--- config.mk ---
export PLATFORM = sky130hd
export DESIGN_NAME = output_signature_compactor
export DESIGN_NICKNAME = d
export VERILOG_FILES = /design/src/rtl/output_signature_compactor.sv
export SDC_FILE = /design/constraint.sdc
export NUM_CORES = 1
export LEC_CHECK = 0
export CAP_MARGIN = 20
export CORE_UTILIZATION = 28
export DETAILED_ROUTE_END_ITERATION = 10
export DONT_BUFFER_PORTS = 1
export PLACE_DENSITY_LB_ADDON = 0.1
export SETUP_SLACK_MARGIN = 0.2
export SYNTH_ARGS = -nofsm -noshare
export SYNTH_HDL_FRONTEND = slang
export SYNTH_SLANG_ARGS = --single-unit
--- constraint.sdc ---
create_clock -name clk -period 2.2 [get_ports clk]
set_input_delay 0.44 -clock clk [delete_from_list [all_inputs] [get_ports clk]]
set_output_delay 0.44 -clock clk [all_outputs]
set_load 0.05 [all_outputs]
--- src/rtl/output_signature_compactor.sv ---
// Compacts wide core outputs into a MISR signature and a saturating sample count,
// with a serial dump port (signature MSB first, then count) driven from flops.
module output_signature_compactor #(
  parameter int               DATA_W = 128,
  parameter int               SIG_W  = 32,
  parameter logic [SIG_W-1:0] POLY   = 32'h04C11DB7,
  parameter logic [SIG_W-1:0] SEED   = '0,
  parameter int               CNT_W  = 16
) (
  input  logic              clk,
  input  logic              reset,
  input  logic              clear,
  input  logic              data_valid,
  input  logic [DATA_W-1:0] data_in,
  input  logic              dump_req,
  output logic              dump_busy,
  output logic              sig_out,
  output logic              sig_valid,
  output logic              sig_last,
  output logic              dump_done
);

  localparam int NSL  = (DATA_W + SIG_W - 1) / SIG_W;
  localparam int TOT  = SIG_W + CNT_W;
  localparam int BC_W = $clog2(TOT + 1);
  localparam logic [BC_W-1:0] LAST_IDX = BC_W'(TOT - 1);
  localparam logic [BC_W-1:0] PRE_LAST = BC_W'(TOT - 2);

  typedef enum logic [1:0] {ACCUM, SHIFT, DONE} state_t;

  state_t                 r_state;
  state_t                 w_state_nxt;
  logic [SIG_W-1:0]       r_sig;
  logic [CNT_W-1:0]       r_cnt;
  logic [TOT-1:0]         r_shift;
  logic [BC_W-1:0]        r_bitcnt;
  logic                   r_sig_out;
  logic                   r_sig_valid;
  logic                   r_sig_last;
  logic                   r_dump_done;
  logic [NSL*SIG_W-1:0]   w_pad;
  logic [SIG_W-1:0]       w_fold;
  logic [SIG_W-1:0]       w_misr;

  // Zero-pad the input to whole slices, then XOR all slices together.
  always_comb begin
    w_pad = '0;
    w_pad[DATA_W-1:0] = data_in;
    w_fold = '0;
    for (int i = 0; i < NSL; i++) begin
      w_fold = w_fold ^ w_pad[i*SIG_W +: SIG_W];
    end
  end

  assign w_misr = {r_sig[SIG_W-2:0], 1'b0} ^ (r_sig[SIG_W-1] ? POLY : '0) ^ w_fold;

  always_ff @(posedge clk or negedge reset) begin
    if (!reset) begin
      r_sig <= SEED;
      r_cnt <= '0;
    end else if (clear) begin
      r_sig <= SEED;
      r_cnt <= '0;
    end else if (data_valid) begin
      r_sig <= w_misr;
      if (r_cnt != '1) r_cnt <= r_cnt + 1'b1;
    end
  end

  always_ff @(posedge clk or negedge reset) begin
    if (!reset) r_state <= ACCUM;
    else        r_state <= w_state_nxt;
  end

  always_comb begin
    w_state_nxt = r_state;
    case (r_state)
      ACCUM:   if (dump_req) w_state_nxt = SHIFT;
      SHIFT:   if (r_bitcnt == LAST_IDX) w_state_nxt = DONE;
      DONE:    w_state_nxt = ACCUM;
      default: w_state_nxt = ACCUM;
    endcase
  end

  // The snapshot takes the registered sig/count, never this cycle's MISR result.
  always_ff @(posedge clk or negedge reset) begin
    if (!reset) begin
      r_shift     <= '0;
      r_bitcnt    <= '0;
      r_sig_out   <= 1'b0;
      r_sig_valid <= 1'b0;
      r_sig_last  <= 1'b0;
      r_dump_done <= 1'b0;
    end else begin
      r_sig_valid <= (w_state_nxt == SHIFT);
      r_dump_done <= (w_state_nxt == DONE);
      r_sig_last  <= (r_state == SHIFT) && (r_bitcnt == PRE_LAST);
      r_sig_out   <= 1'b0;
      case (r_state)
        ACCUM: begin
          if (dump_req) begin
            r_shift   <= {r_sig, r_cnt};
            r_sig_out <= r_sig[SIG_W-1];
            r_bitcnt  <= '0;
          end
        end
        SHIFT: begin
          if (r_bitcnt != LAST_IDX) begin
            r_shift   <= {r_shift[TOT-2:0], 1'b0};
            r_sig_out <= r_shift[TOT-2];
            r_bitcnt  <= r_bitcnt + 1'b1;
          end
        end
        default: ;
      endcase
    end
  end

  assign dump_busy = (r_state != ACCUM);
  assign sig_out   = r_sig_out;
  assign sig_valid = r_sig_valid;
  assign sig_last  = r_sig_last;
  assign dump_done = r_dump_done;

endmodule

# Word-level counts from Yosys, hierarchy flattened
# Cells that the tools add are included.
[totals] ff_bits=107 latch_bits=0 mem_bits_rw=0 romBits=0 input_bits=133 out_inout_bits=5 elab_cells=51 mem_count=0
[classes] n_addsub=2 n_mul=0 div=0 magnitude_cmp=0 eq_ne=9 shifts=0 muxes=18 bitwise=5 n_reduce_logical=8
[ops] op="$xor 32x32->32" count=4
[ops] op="$mux 47" count=2
[ops] op="$pmux 47 s2" count=1
[ops] op="$mux 32" count=2
[ops] op="$mux 16" count=3
[ops] op="$xor 32x27->32" count=1
[ops] op="$mux 27" count=1
[ops] op="$add 16x1->16 const B" count=1
[ops] op="$ne 16x16->1 const B" count=1
[ops] op="$eq 6x6->1 const B" count=2
[ops] op="$mux 6" count=2
[ops] op="$pmux 6 s2" count=1
[ops] op="$reduce_bool 2->1" count=4
[ops] op="$add 6x1->6 const B" count=1
[ops] op="$ne 6x6->1 const B" count=1
[ops] op="$eq 2x1->1 const B" count=2
[ops] op="$mux 2" count=2
[ops] op="$pmux 2 s2" count=1
[ops] op="$reduce_and 3->1" count=1
[ops] op="$eq 2x2->1 const B" count=1
[ops] op="$logic_not 2->1" count=1
[ops] op="$mux 1" count=2
[ops] op="$ne 2x1->1 const B" count=1
[ops] op="$ne 2x2->1 const B" count=1
[ops] op="other kinds (3)" count=3

# Logic depth before layout (Yosys ltp)
[logic_depth] word_depth=6 depth_mapped=7 depth_no_buf=5

# Least setup slack after synthesis
# OpenSTA, ideal clock, no wires.
[synth_path] kind="register to register" start="register r_bitcnt[0]" end="register r_shift[19]" setup_ns=0.082 arrival_time_ns=1.636 required_time_ns=2.118 path_slack_ns=0.482 stages_incl_launch_ff=8 n_path_buf=2 synth_period_minus_slack_ns=1.718 cell_sequence="dfrtp_1 -> ha_1 -> and3_1 -> a31oi_2 -> buf_2 -> buf_2 -> nor2_1 -> a31oi_1"
[synth_via] elab_chain_len=3
[synth_lines] element="start: declaration" line="36" rtl="logic [BC_W-1:0] r_bitcnt;"
[synth_lines] element="start signal: assignment" line="111" rtl="r_bitcnt <= r_bitcnt + 1'b1;"
[synth_lines] element="$ne 6x6->1" line="108" rtl="if (r_bitcnt != LAST_IDX) begin"
[synth_lines] element="$ne 2x1->1 (no line)"
[synth_lines] element="$reduce_and 3->1 (no line)"
[synth_lines] element="end signal: assignment" line="102" rtl="r_shift <= {r_sig, r_cnt};"
[synth_lines] element="end signal: assignment" line="109" rtl="r_shift <= {r_shift[TOT-2:0], 1'b0};"
[synth_lines] element="end: declaration" line="35" rtl="logic [TOT-1:0] r_shift;"
# No other way between the ends.
# A chain may end at the register's enable or synchronous reset.

# Worst setup path in the final report
[layout_path] start="register r_bitcnt[0]" end="register r_shift[37]"
# Same word-level chain as after synthesis.

==> summary.txt <==
Status
  – Status: complete, but fails checks
  – Violated checks: hold timing

Global routing
  – Total GRT Usage: 0.126
  – First-pass GRT wire length: 22200 um
  – Initial antenna violation count: 0
  – Total gr overflow: 0
  – Vias in the first global route: 4302
  – Largest net degree at the start of global routing: 108

Clock tree
  – CTS root buf: clkbuf_16
  – Clock transition at the registers of the reported paths: 70 ps
  – CTS buffer count: 9
  – Total setup buffers inserted after CTS: 0
  – H-tree levels: 3
  – Clock Path Buffers: 2
  – CTS tree: done
  – # clock sinks: 107
  – Clk_lat worst skew: 350 ps

Die
  – Rows: 54
  – Initial core utilization: 0.285
  – Core box area: 21800 um2
  – Die width: 151 um
  – Die ar.: 22800 um2
  – Die Ht: 151 um
  – IO Pins: 138

Pwr
  – Power per cell area: 1010 nW/um2
  – VDD IR max: 0.455 mV
  – Pleak: 3.06 nW

Routing
  – Via-per-instance ratio: 4.83
  – DR vias: 4395
  – Met3 Wirelength: 656 um
  – Top Layer Used: met4
  – Met2 WL: 6480 um
  – DRC: 0
  – Post-route ant nets: 0
  – Wire length per cell: 15.3 um
  – M1 wire length: 6690 um
  – 1st-pass router iterations: 6
  – Initial DRC count: 209
  – Routed WL: 13900 um

Timing
  – Worst setup margin: 320 ps
  – Worst Skew: 4.62 ps
  – Hold Fails Final Rpt: 107
  – Final Critical Period: 1880 ps
  – Final max-slew violation count: 0
  – Fmax: 0.532 GHz
  – Unrepaired setup endpoints after global routing: true
  – Relative slew slack: 0.449
  – Final TNS setup: 0 ps
  – # setup viols final: 0
  – Slew @ Worst Pin: 818 ps
  – WHS: -225 ps
  – Final critical-path share of the clock period: 0.855

Place
  – Pre-CTS worst setup slack: 355 ps
  – Placed Area: 6500 um2
  – Detailed placement HPWL: 8630 um
  – Port Buf Inserts: 0
  – RD Place Congestion: 0.736
  – Inst Count DP: 893

Cells and area
  – Post-route cell area: 6810 um2
  – Synth-to-Final Area Change: 9.76%
  – Share of layout cells above drive strength 1: 0.0556
  – Ant. Diodes: 0
  – Post-layout nets: 761
  – Non-filler cells, final: 910

Logic synthesis
  – Synth Area in Compound Gates: 0.109
  – Post-synth top flop: dfrtp_1
  – Top-count cell post-synth: dfrtp_1
  – Commonest cells post-synth: dfrtp_1 (107), nand2_1 (104), nor2_1 (96)
  – Top cells by area, synth: dfrtp_1 (43%), xnor2_1 (8.2%), xnor3_1 (6.9%), xor2_1 (6.3%), nand2_1 (6.3%)
  – Synth Area in XOR/XNOR: 0.214
  – Seq/Total Area, Yosys: 0.431
  – Synth Instances: 643
  – Synth Area in Simple Gates: 0.164
  – Adder and majority cell fraction of the synthesized area: 0.00605
  – Post-synthesis mux area share: 0.0445
  – Syn Nets: 779
  – Post-synth top area share: 0.431
  – Syn. warnings: 0
  – Largest family of logic cells by synthesized area: XOR/XNOR gates
  – Synth area leader: dfrtp_1
  – Yosys cell types: 45
  – Post-synth EDFFs: 0
  – Syn Std Cell Area: 6210 um2
  – Syn avg cell area: 9.65 um2
  – Async SR Flop Fraction: 1.00
  – Flops & latches, synth: 107

Worst setup path
  – CP required: 2470 ps
  – Crit Path Max Fanout: 47
  – Worst Path Arrival: 2150 ps
  – Critical path class: register to register
  – Type of destination of the critical path: register
  – CP Launch Type: register

Flow run
  – Count of maximum capacitance violations: 0

Hold path
  – Hold Crit Class: input pin to asynchronous set/reset pin
[worst max-delay path: stages (launching register included)]
cell	delay, ps
dfrtp_1	410
ha_1	250
and3_1	240
a31oi_4	320
clkbuf_16	320
nor2_1	60
a31oi_1	160
[logic make-up after synthesis]
family,Yosys count
simple gates,239
xor+xnor,122
flops,107
compound gates,101
buf+inv,44
mux,27
fa+ha+maj,3
[timing repair]
item | CTS | global route
gates resized for setup | 0 | 3
setup endpoints to repair | 0 | 11
endpoints found under the hold margin | 107 | 107
[registers in the layout, summed over array words and instances, names as in the netlist]
| name | cells |
|---|---|
| dump_done | 1 |
| r_bitcnt | 6 |
| r_cnt | 16 |
| r_shift | 47 |
| r_sig | 32 |
| r_state | 2 |
| sig_last | 1 |
| sig_out | 1 |
| sig_valid | 1 |
[metrics by stage]
step,hold WS (ps),utilization,power (mW)
2_1_floorplan,144,-,4.78
3_3_place_gp,148,0.299,5.24
3_5_place_dp,147,0.299,5.27
4_1_cts,-243,0.312,6.98
5_1_grt,-255,0.313,7.47
6_report,-225,0.313,6.89
[power breakdown]
part / leakage, nW / total, mW / internal (mW) / switching [mW]
Combinational: 1.54 / 2.26 / 1.07 / 1.19
Clock: 0.139 / 1.65 / 0.885 / 0.760
Sequential: 1.38 / 2.99 / 2.54 / 0.454
Total: 3.06 / 6.89 / 4.49 / 2.40
[worst paths after layout]
kind / from / end / cells after the start / slack, ps
min in group clk: clear / r_sig[31] / 1 / 150
min: reset / r_bitcnt[4] / 0 / -220
min reg2reg: r_bitcnt[0] / r_bitcnt[0] / 1 / 520
max in group asynchronous: reset / r_shift[46] / 0 / 2270
max: r_bitcnt[0] / r_shift[37] / 6 / 320
max reg2reg: r_bitcnt[0] / r_shift[37] / 6 / 320
[layout by cell type, fill, tap and decap left out, drive strengths merged, types with 3 or more instances in the layout]
master	synthesis	final
a2111oi	3	3
a211oi	16	16
a21oi	10	10
a31oi	50	50
and3	4	4
buf	18	7
clkbuf	19	11
dfrtp	107	107
ha	3	3
inv	7	8
mux2	5	5
mux2i	22	22
nand2	104	104
nand3	7	7
nand4b	3	3
nor2	96	96
nor2b	7	7
nor3	4	4
o21ai	7	7
o21bai	4	4
o31ai	3	3
xnor2	58	58
xnor3	19	19
xor2	45	45
[layout make-up]
class                      instances  area [um2]
inverter                           7        26.3
fill                            2274       14900
timing repair buffer               8         110
clock buffer                      10         229
sequential                       107        2680
multi-input combinational        492        3360
clock inverter                     6        63.8
tap                              280         350
[per-layer routing]
metal,GRT usage,up-vias
met5,0,-
li1,-,2151
met3,0.0352,6
met4,0.0305,0
met1,0.167,2143
met2,0.201,95
No activity file was read; power rests on OpenSTA's default activity.
